===== src/rtl/microsequencer.sv =====
// Microprogram next-state engine: eight next-state sources, return stack, sticky errors.
// Optional memory-wait timeout (counter, trap and Timeout_Err) built only with MICROSEQ_TIMEOUT_EN.
module microsequencer #(
  parameter int STATE_W     = 6,
  parameter int STACK_DEPTH = 2,
  parameter int WAIT_LIMIT  = 15,
  parameter int RESET_ADDR  = 0,
  parameter int FETCH_ADDR  = 1,
  parameter int TRAP_ADDR   = 63,
  localparam int LVL_W      = $clog2(STACK_DEPTH + 1)
) (
  input  logic               Clk,
  input  logic               Reset,
  input  logic [2:0]         Next_Sel,
  input  logic [STATE_W-1:0] Jump_Addr,
  input  logic [STATE_W-1:0] Decode_Addr,
  input  logic               Cond,
  input  logic               Cond_Inv,
  input  logic               Memory_Operation_Complete,
  input  logic               Clear_Err,
  output logic [STATE_W-1:0] State,
  output logic               MOV,
  output logic               Stack_Err,
  output logic               Timeout_Err,
  output logic [LVL_W-1:0]   Stack_Level
);

  typedef enum logic [2:0] {
    SEL_INC    = 3'd0,
    SEL_JUMP   = 3'd1,
    SEL_DECODE = 3'd2,
    SEL_CJUMP  = 3'd3,
    SEL_WAIT   = 3'd4,
    SEL_CALL   = 3'd5,
    SEL_RET    = 3'd6,
    SEL_FETCH  = 3'd7
  } sel_e;

  localparam logic [STATE_W-1:0] RESET_A = STATE_W'(RESET_ADDR);
  localparam logic [STATE_W-1:0] FETCH_A = STATE_W'(FETCH_ADDR);
  localparam logic [STATE_W-1:0] TRAP_A  = STATE_W'(TRAP_ADDR);
  localparam logic [LVL_W-1:0]   FULL_L  = LVL_W'(STACK_DEPTH);

  if (STACK_DEPTH < 1 || WAIT_LIMIT < 1) begin : g_param_check
    $error("microsequencer: STACK_DEPTH and WAIT_LIMIT must be at least 1");
  end

  sel_e               sel;
  logic [STATE_W-1:0] state_q, state_d, state_inc;
  logic [LVL_W-1:0]   lvl_q, lvl_d;
  logic               stack_err_q, stack_err_d;
  logic [STATE_W-1:0] stack_q [STACK_DEPTH];
  logic [STATE_W-1:0] pop_val;
  logic               stack_full, stack_empty;
  logic               push;
  logic               stack_fault;
  logic               timeout_fault;

  assign sel = sel_e'(Next_Sel);

  // MOV is held low while reset is asserted so the memory side never sees a request.
  assign MOV         = Reset & (sel == SEL_WAIT);
  assign State       = state_q;
  assign Stack_Level = lvl_q;
  assign Stack_Err   = stack_err_q;

  always_comb begin
    state_inc   = state_q + STATE_W'(1);
    stack_full  = (lvl_q == FULL_L);
    stack_empty = (lvl_q == '0);
    pop_val     = '0;
    for (int i = 0; i < STACK_DEPTH; i++) begin
      if (lvl_q == LVL_W'(i + 1)) pop_val = stack_q[i];
    end
  end

`ifdef MICROSEQ_TIMEOUT_EN
  localparam int CNT_W = $clog2(WAIT_LIMIT + 1);
  localparam logic [CNT_W-1:0] LAST_CNT = CNT_W'(WAIT_LIMIT - 1);

  logic [CNT_W-1:0] wait_cnt_q, wait_cnt_d;
  logic             timeout_err_q, timeout_err_d;

  // Counter holds the number of waiting cycles already spent; the edge that would
  // make it WAIT_LIMIT traps instead.
  always_comb begin
    wait_cnt_d    = '0;
    timeout_fault = 1'b0;
    if (sel == SEL_WAIT && !Memory_Operation_Complete) begin
      if (wait_cnt_q == LAST_CNT) timeout_fault = 1'b1;
      else                        wait_cnt_d    = wait_cnt_q + CNT_W'(1);
    end
    timeout_err_d = (timeout_err_q & ~Clear_Err) | timeout_fault;
  end

  always_ff @(posedge Clk or negedge Reset) begin
    if (!Reset) begin
      wait_cnt_q    <= '0;
      timeout_err_q <= 1'b0;
    end else begin
      wait_cnt_q    <= wait_cnt_d;
      timeout_err_q <= timeout_err_d;
    end
  end

  assign Timeout_Err = timeout_err_q;
`else
  assign timeout_fault = 1'b0;
  assign Timeout_Err   = 1'b0;
`endif

  always_comb begin
    state_d     = state_q;
    lvl_d       = lvl_q;
    push        = 1'b0;
    stack_fault = 1'b0;
    case (sel)
      SEL_INC:    state_d = state_inc;
      SEL_JUMP:   state_d = Jump_Addr;
      SEL_DECODE: state_d = Decode_Addr;
      SEL_CJUMP:  state_d = (Cond ^ Cond_Inv) ? Jump_Addr : state_inc;
      SEL_WAIT: begin
        if (Memory_Operation_Complete) state_d = state_inc;
        else if (timeout_fault)        state_d = TRAP_A;
      end
      SEL_CALL: begin
        if (stack_full) begin
          stack_fault = 1'b1;
          state_d     = TRAP_A;
        end else begin
          push    = 1'b1;
          state_d = Jump_Addr;
          lvl_d   = lvl_q + LVL_W'(1);
        end
      end
      SEL_RET: begin
        if (stack_empty) begin
          stack_fault = 1'b1;
          state_d     = TRAP_A;
        end else begin
          state_d = pop_val;
          lvl_d   = lvl_q - LVL_W'(1);
        end
      end
      SEL_FETCH:  state_d = FETCH_A;
      default:    state_d = state_q;
    endcase
    // A new error outranks a simultaneous clear.
    stack_err_d = (stack_err_q & ~Clear_Err) | stack_fault;
  end

  always_ff @(posedge Clk or negedge Reset) begin
    if (!Reset) begin
      state_q     <= RESET_A;
      lvl_q       <= '0;
      stack_err_q <= 1'b0;
    end else begin
      state_q     <= state_d;
      lvl_q       <= lvl_d;
      stack_err_q <= stack_err_d;
    end
  end

  // Return addresses live at the index equal to the occupancy before the push.
  always_ff @(posedge Clk or negedge Reset) begin
    if (!Reset) begin
      for (int i = 0; i < STACK_DEPTH; i++) stack_q[i] <= '0;
    end else begin
      for (int i = 0; i < STACK_DEPTH; i++) begin
        if (push && lvl_q == LVL_W'(i)) stack_q[i] <= state_inc;
      end
    end
  end

endmodule


===== config.mk =====
export PLATFORM = sky130hd
export DESIGN_NAME = microsequencer
export DESIGN_NICKNAME = d
export VERILOG_FILES = /design/src/rtl/microsequencer.sv
export SDC_FILE = /design/constraint.sdc
export NUM_CORES = 1
export LEC_CHECK = 0
export CORE_ASPECT_RATIO = 1.4
export CORE_MARGIN = 8
export CORE_UTILIZATION = 24
export DETAILED_ROUTE_END_ITERATION = 16
export PLACE_DENSITY_LB_ADDON = 0.15
export SLEW_MARGIN = 20
export SYNTH_ARGS = -nofsm -noshare
export SYNTH_HDL_FRONTEND = slang
export SYNTH_SLANG_ARGS = --single-unit

===== constraint.sdc =====
create_clock -name Clk -period 2.3 [get_ports Clk]
set_input_delay 0.46 -clock Clk [delete_from_list [all_inputs] [get_ports Clk]]
set_output_delay 0.46 -clock Clk [all_outputs]
set_load 0.01 [all_outputs]

==> flow_summary.toml, run 1 <==
[finish]
fin_nets = 216
final_cell_mix = "clkdlybuf4s50_1, dfrtp_1, nand2_1, o21ai_0, a21oi_1"
final_common_cell = "clkdlybuf4s50_1"
fin_cells = 258
drive_gt1_frac = 0.126
syn2layout_area_growth_pct = 32.5
n_antenna_cell = 0

[logic_synthesis]
synth-edff-count = 0
synthMuxAreaShare = 0.0328
synthFlopType = "dfrtp_1"
synth_top_family_by_area = "compound AO/OA/AOI/OAI gates"
synth-compound-area-share = 0.260
yosysWarningCount = 0
synthXorXnorAreaFrac = 0.0383
synth_fp_nets = 178
ys_seq_elements = 21
yosys.area_share.adder = 0.0365
synthSimpleGateAreaFrac = 0.189
avgSynthCellArea_um2 = 8.97
synthCells = 153
ys_types = 41
netlist_area_um2 = 1370
seq_area_frac_synth = 0.383
async_flop_share = 1.00

[power]
p_clk_frac = 0.156
irDropWorstVdd_v = 0.000406
seqPwrFrac = 0.388
power_frac_comb = 0.456
leakagePower_nw = 0.744
p_sw_mw = 0.630
p_int_mw = 0.988
swShare = 0.389
p_per_area_nw_per_um2 = 890

[grt]
grt_pass1_vias = 1317
grt_max_degree = 22
track_usage = 0.103
grt_overflow = 0
grt_pass1_wl_mm = 6.96
antenna_found_initial = 0

[timing]
max_freq_mhz = 457
whs_ns = 0.491
fin_tns_setup_ns = 0
rsz0062_at_grt = "no"
fin_skew_ns = 0.00292
setup_viol = 0
fin_crit_ns = 2.19
slew_violations = 0
finalHoldViolCount = 0
fin_crit_sh = 0.950

[drt]
avgViaCountPerCell = 4.84
firstDrtPassIters = 4
ant_nets = 0
via_count = 1249
first_iter_violations = 63
wl_per_cell_um = 16.2
drc = 0
drt_wl_total_mm = 4.18

[worst_setup_path]
crit_required_ns = 1.84
crit_fanout = 2
setup.worst_path.end_class = "primary output"
arrival_ns = 1.73
critical_path_class = "in -> out"
start_kind = "input port"

[die]
dieHeight_um = 105
fp-row-count = 32
die_x_um = 79.9
core_area_um2 = 5530
num_io_pins = 32
start_util = 0.248
die_area_um2 = 8430

[clock_tree]
post_cts_buffers = 0
cts_root_buf = "clkbuf_8"
cts_tree = "done"
clk_pin_slew_worst_paths_ns = 0.08
numCtsBuffers = 3
clk_latency_ns = 0.26
clock_path_buffers = 2
cts_resized = 0
cts_hold_buf = 0
htreeDepth = 1
cts_sinks = 21

[placed_design]
dp_cells = 254
io_buffers = 30
dpl.hpwl_mm = 3.26
globalplace.congestion = 0.826

[worst_hold_path]
hp-class = "reg -> reg"

[job]
cap_violations = 0

[outcome]
status = "complete, no violations"
-- cell usage after synthesis, types with 3 or more instances --
library cell  instances  area (µm²)
dfrtp_1              21         526
nand2_1              16        60.1
o21ai_0              15        75.1
a21oi_1              14        70.1
nor2_1               11        41.3
inv_1                 5        18.8
ha_1                  4        50.1
mux2_1                4        45.0
nor2b_1               4        25.0
o22ai_1               4        25.0
a22oi_1               3        22.5
buf_4                 3        22.5
buf_6                 3        33.8
nand2_2               3        18.8
nand3_1               3        15.0
o22a_1                3        26.3
xnor2_1               3        26.3
xor2_1                3        26.3
-- flip-flops by register name, summed over array words and instances, names as in the netlist --
register / count
Stack_Level: 2
stack_q: 12
State: 6
Stack_Err: 1
-- stage by stage --
stage                     instance area [µm²]   util  setup slack, ns  power [mW]
after floorplan                          1370      -            0.595        1.07
after global placement                   1770  0.321            0.117        1.36
after detailed placement                 1770  0.321            0.117        1.38
after CTS                                1820  0.329            0.103        1.64
after global routing                     1820  0.329           0.0250        1.75
final                                    1820  0.329            0.114        1.62
-- per-layer routing --
| metal | global-route usage | wire length (µm) |
|---|---|---|
| met4 | 0.0326 | 59 |
| met2 | 0.176 | 2180 |
| met3 | 0.0179 | 128 |
| met5 | 0 | 0 |
| met1 | 0.127 | 1810 |
-- cell type report --
cell class / instances / area, µm²
clock inverters: 1 / 5.00
multi-input cells: 120 / 767
repair buffers: 40 / 375
fillers: 582 / 3710
well taps: 68 / 85.1
inverters: 5 / 18.8
flip-flops and latches: 21 / 526
clock buffers: 3 / 41.3
-- power by group through the flow --
stage	Combinational, mW	Sequential [mW]	Clock, mW
after floorplan	0.448	0.625	0
after global placement	0.735	0.630	0
after detailed placement	0.744	0.637	0
after CTS	0.750	0.630	0.259
after global routing	0.826	0.647	0.274
final	0.737	0.627	0.253
-- cell families (layout without fill, tap and decap cells) --
group | count (synthesis) | count (layout)
multiplexers | 4 | 4
other | 1 | 1
AND/OR/NAND/NOR | 50 | 50
XOR/XNOR | 6 | 6
AO/OA/AOI/OAI | 55 | 55
buffers and inverters | 12 | 49
adder cells (fa/ha/maj) | 4 | 4
flip-flops | 21 | 21
-- critical path, stage by stage --
cell and delay [ns]:
clkdlybuf4s50_1 0.42, nor2_1 0.15, and3_1 0.17, clkdlybuf4s50_1 0.53
-- final timing paths --
check / slack [ns] / start / to / cells after the start
min in group asynchronous: 0.58 / Reset / Stack_Err$_DFF_PN0_ / 2
setup reg to reg: 0.30 / Stack_Level[0]$_DFFE_PN0P_ / stack_q[7]$_DFFE_PN0P_ / 6
max in group asynchronous: 1.49 / Reset / stack_q[5]$_DFFE_PN0P_ / 2
hold / removal: 0.49 / stack_q[4]$_DFFE_PN0P_ / stack_q[4]$_DFFE_PN0P_ / 2
hold reg to reg: 0.49 / stack_q[4]$_DFFE_PN0P_ / stack_q[4]$_DFFE_PN0P_ / 2
setup / recovery: 0.11 / Next_Sel[0] / MOV / 4
(Power assumes the default switching activity.)
==> run 2, diff against run 1 <==
--- a/config.mk
+++ b/config.mk
@@ -8,5 +8,5 @@
 export CORE_ASPECT_RATIO = 1.4
 export CORE_MARGIN = 8
-export CORE_UTILIZATION = 24
+export CORE_UTILIZATION = 49
 export DETAILED_ROUTE_END_ITERATION = 16
 export PLACE_DENSITY_LB_ADDON = 0.15
==> constraint.sdc (replaced) <==
create_clock -name Clk -period 2.3 [get_ports Clk]
set_input_delay 0.23 -clock Clk [delete_from_list [all_inputs] [get_ports Clk]]
set_output_delay 0.23 -clock Clk [all_outputs]
set_load 0.01 [all_outputs]
==> run 2 against run 1 <==
Compared with the run above:
- total power fell by 6.1%
- clock skew rose by 0.0096 ns
- largest cell class unchanged
- largest power group unchanged
- highest routed layer unchanged
- combinational power fell by 2%
==> flow_summary.toml, run 2 (synthesis results as in run 1) <==
[drt]
drt_wl_total_mm = 3.56
first_iter_violations = 40
via_count = 1300
ant_nets = 0
firstDrtPassIters = 4
wl_per_cell_um = 16.0
avgViaCountPerCell = 5.86
drc = 0

[grt]
grt_pass1_vias = 1286
grt_overflow = 0
grt_max_degree = 22
antenna_found_initial = 0
grt_pass1_wl_mm = 5.98
track_usage = 0.161

[timing]
setup_viol = 0
max_freq_mhz = 496
rsz0062_at_grt = "no"
setup_ws_ns = 0.284
slew_violations = 0
finalHoldViolCount = 0
fin_crit_sh = 0.876
fin_tns_setup_ns = 0
fin_skew_ns = 0.0126
whs_ns = 0.280
fin_crit_ns = 2.02

[power]
p_clk_frac = 0.119
leakagePower_nw = 0.718
p_int_mw = 0.925
p_per_area_nw_per_um2 = 879
swShare = 0.391
irDropWorstVdd_v = 0.000610
seqPwrFrac = 0.407
p_sw_mw = 0.594
power_frac_comb = 0.474

[die]
die_area_um2 = 4770
start_util = 0.519
dieHeight_um = 78.6
die_x_um = 60.7
core_area_um2 = 2640
num_io_pins = 32
fp-row-count = 22

[placed_design]
pre_cts_ws_ns = 0.272
globalplace.congestion = 0.910
io_buffers = 30
dpl_cell_area_um2 = 1700
dpl.hpwl_mm = 2.82

[clock_tree]
cts_tree = "done"
numCtsBuffers = 3
clk_latency_ns = 0.31
cts_resized = 0
clk_pin_slew_worst_paths_ns = 0.12
cts_sinks = 21
clock_path_buffers = 2
htreeDepth = 1
post_cts_buffers = 0
cts_hold_buf = 0
cts_root_buf = "clkbuf_4"

[outcome]
status = "complete, no violations"

[finish]
drive_gt1_frac = 0.108
largest_register_ffs = 12
final_common_cell = "clkdlybuf4s50_1"
top_register = "stack_q"
final_area_um2 = 1730
fin_nets = 212
fill_cells = 243
n_antenna_cell = 0
fin_util = 0.654
final_cell_mix = "clkdlybuf4s50_1, dfrtp_1, nand2_1, o21ai_0, a21oi_1"
syn2layout_area_growth_pct = 26.0

[worst_setup_path]
critical_path_class = "in -> out"
start_kind = "input port"
ff2ff_path_depth = 6
timing.rr.end = "stack_q[1]$_DFFE_PN0P_"
setup.worst_path.end_class = "primary output"
crit_fanout = 8
crit_required_ns = 2.07
ff2ff_setup_slack_ns = 0.31
crit_start = "Next_Sel[1]"
r2r-start = "Stack_Level[0]$_DFFE_PN0P_"
arrival_ns = 1.79

[job]
cap_violations = 0

[worst_hold_path]
hp-class = "in -> async"
[run 2: how the worst max path moves through the flow]
stage	endpoint	slack, ns
5_1_grt	stack_q[1]$_DFFE_PN0P_	0.16
2_1_floorplan	State[0]$_DFFE_PN0P_	0.59
3_3_place_gp	stack_q[1]$_DFFE_PN0P_	0.32
3_5_place_dp	State[2]$_DFFE_PN0P_	0.27
6_report	MOV	0.28
4_1_cts	MOV	0.28
[run 2: layout make-up]
cell class	instances	area [µm²]	area share
Tap cell	36	45.0	0.0260
Inverter	5	18.8	0.0109
Multi-Input combinational cell	120	767	0.444
Clock inverter	1	5.00	0.00289
Sequential cell	21	526	0.304
Timing Repair Buffer	36	345	0.200
Clock buffer	3	22.5	0.0130
[run 2: critical path: stages]
cell             delay [ns]
clkdlybuf4s50_1        0.56
nor2_1                 0.27
and3_1                 0.19
clkdlybuf4s50_1        0.53
[run 2: stage by stage]
stage	std cells	power, mW
floorplan	153	1.07
global placement	218	1.33
detailed placement	218	1.35
CTS	222	1.53
global route	222	1.64
finish	222	1.52
[run 2: metal layers]
metal,vias to the layer above,routed length [µm],track usage,part of all wire
li1,619,-,-,-
met4,0,63,0.0515,0.018
met3,9,189,0.0359,0.053
met2,44,1910,0.277,0.54
met5,-,0,0,0
met1,628,1400,0.189,0.39
[run 2: power groups by stage]
| stage | clock [mW] | sequential (mW) | combinational (mW) |
|---|---|---|---|
| CTS | 0.183 | 0.620 | 0.726 |
| floorplan | 0 | 0.625 | 0.448 |
| global route | 0.202 | 0.641 | 0.798 |
| detailed placement | 0 | 0.629 | 0.722 |
| finish | 0.180 | 0.619 | 0.720 |
| global placement | 0 | 0.620 | 0.709 |
==> RTL edit (config.mk and constraints of run 1) <==
The parameter `STACK_DEPTH` goes from 2 to 1.
--- a/src/rtl/microsequencer.sv
+++ b/src/rtl/microsequencer.sv
@@ -4,3 +4,3 @@
   parameter int STATE_W     = 6,
-  parameter int STACK_DEPTH = 2,
+  parameter int STACK_DEPTH = 1,
   parameter int WAIT_LIMIT  = 15,
Interface: changed (resized Stack_Level); port bits go from 32 to 31. The function was not compared with the original's and may differ.
==> RTL edit against run 1 <==
Design area is 27% lower; sequential cell count decreased by 7; maximum frequency fell by 0.23%; routed wire length fell by 30%; synthesized area decreased by 33%; first-iteration DRC count is 52% lower; worst setup slack worse by 5.0 ps; total power fell by 47%; critical path depth unchanged; critical path type unchanged; largest cell class unchanged.
==> RTL edit: results (changes against run 1) <==
Status: finished clean
Later-pin clock latency in the skew report: 240 ps (-20 ps)
Hpwl dp: 2.23 mm (-31%)
NumNets Final: 158 (-27%)
Vias in the first global route: 986 (-25%)
Yosys warns: 0 (unchanged)
Final Critical Period: 2190 ps (+4.96 ps)
# port buffers: 29 (-3.3%)
Initial antenna violation count: 0 (unchanged)
Post-cts sizing count: 0 (unchanged)
Data arrival, critical path: 1730 ps (about the same)
Leak Pwr: 0.000534 uW (-28%)
FF-to-FF End: State[4]
Setup Fix Bufs, Post-CTS: 0 (unchanged)
Global-route wire length before repair: 4.80 mm (-31%)
FFs w/ async S/R, synth: 100% (unchanged)
Vias: 894 (-28%)
Total CTS buffers: 3 (unchanged)
Synth top cells by count: 14 x dfrtp_1, 9 x a21oi_1, 9 x o22ai_1, 8 x nor2_1
Share of cells above drive strength 1: 12.7% (+0.055 points)
Hold worst-path end: stack_q[1]
Final GP Congestion: 0.820 (-0.67%)
Worst Skew: 4.64 ps (+1.72 ps)
Global Route Usage Sum: 10.5% (+0.17 points)
Number of diodes: 0 (unchanged)
Worst hold slack: 512 ps (+21.1 ps)
Netlist cell types: 38 (-7.3%)
Root Buffer: clkbuf_8
R2r setup slk: 800 ps (+500 ps)
CTS Buffer Depth: 2 (unchanged)
Fillers: 399 (-31%)
Seq/Total Area, Yosys: 37.9% (-0.35 points)
Dpl ws: 99.2 ps (-17.8 ps)
HP Start: stack_q[1]
R2r worst-path depth: 5 (-1)
Placed Instances: 173 (-32%)
Ranking of synthesized cells by area: dfrtp_1 38%, o22ai_1 6.1%, a21oi_1 4.9%
RR Startpoint: State[0]
VDD IR max: 0.450 mV (+11%)
Top_reg_cell synth: dfrtp_1
H-tree depth: 1 (unchanged)
Cell count after synthesis: 100 (-35%)
DR WL/cell: 16.5 microns (+2.1%)
CP max FO: 2 (unchanged)
Worst hold path type: register to register
1st-iter DRT viols: 30 (-52%)
Routed WL: 2.91 mm (-30%)
Largest net degree at the start of global routing: 16 (-27%)
First-pass detailed-route iteration total: 4 (unchanged)
Clock Pin Slew Worst Setup and Hold Paths: 60 ps (-20 ps)
Hold path cells: 1 (-1)
Syn nets: 122 (-31%)
-- RTL edit: area by class of cell --
cell class	instances	share of cell area [%]
Multi-Input combinational cell	74	38.2
Sequential cell	14	26.5
Timing Repair Buffer	37	26.5
Tap cell	42	3.97
Clock buffer	3	3.12
Inverter	6	1.70
-- RTL edit: worst max-delay path, stage by stage --
cell             delay (ps)
clkdlybuf4s50_1         420
nor2_1                  150
and3_1                  170
clkdlybuf4s50_1         530
-- RTL edit: logic make-up after synthesis --
kind of cell	count (synthesis)	share of synthesized area, %
simple gates	30	19.0
flops	14	37.9
fa+ha+maj	1	1.35
buf+inv	12	7.32
mux	2	2.71
compound gates	34	25.6
xor+xnor	6	5.69
other cells	1	0.406
-- RTL edit: worst max-delay path by stage --
stage | startpoint | to
2_1_floorplan | Next_Sel[1] | stack_q[1]
3_3_place_gp | Reset | MOV
3_5_place_dp | Next_Sel[0] | MOV
4_1_cts | Next_Sel[0] | MOV
5_1_grt | Next_Sel[0] | MOV
6_report | Next_Sel[0] | MOV
-- RTL edit: power breakdown --
part           total [uW]  internal (uW)  switching (uW)  leakage (uW)
sequential            364            306            57.5      0.000165
clock                 202            116            86.4     0.0000216
combinational         287            164             123      0.000347
total                 853            586             267      0.000534
-- RTL edit: routing by layer --
layer / share of wire, % / GRT usage (%) / vias up / routed length (microns)
met4: 0.79 / 5.05 / 0 / 23
met3: 6.2 / 3.26 / 2 / 180
met2: 55 / 18.0 / 26 / 1600
met1: 38 / 11.2 / 436 / 1110
li1: - / - / 430 / -
met5: 0 / 0 / - / 0
-- RTL edit: metrics by stage --
| stage | total power [uW] | cell area (sq um) |
|---|---|---|
| floorplan | 518 | 923 |
| global placement | 652 | 1280 |
| detailed placement | 655 | 1280 |
| CTS | 862 | 1320 |
| global route | 913 | 1320 |
| finish | 853 | 1320 |
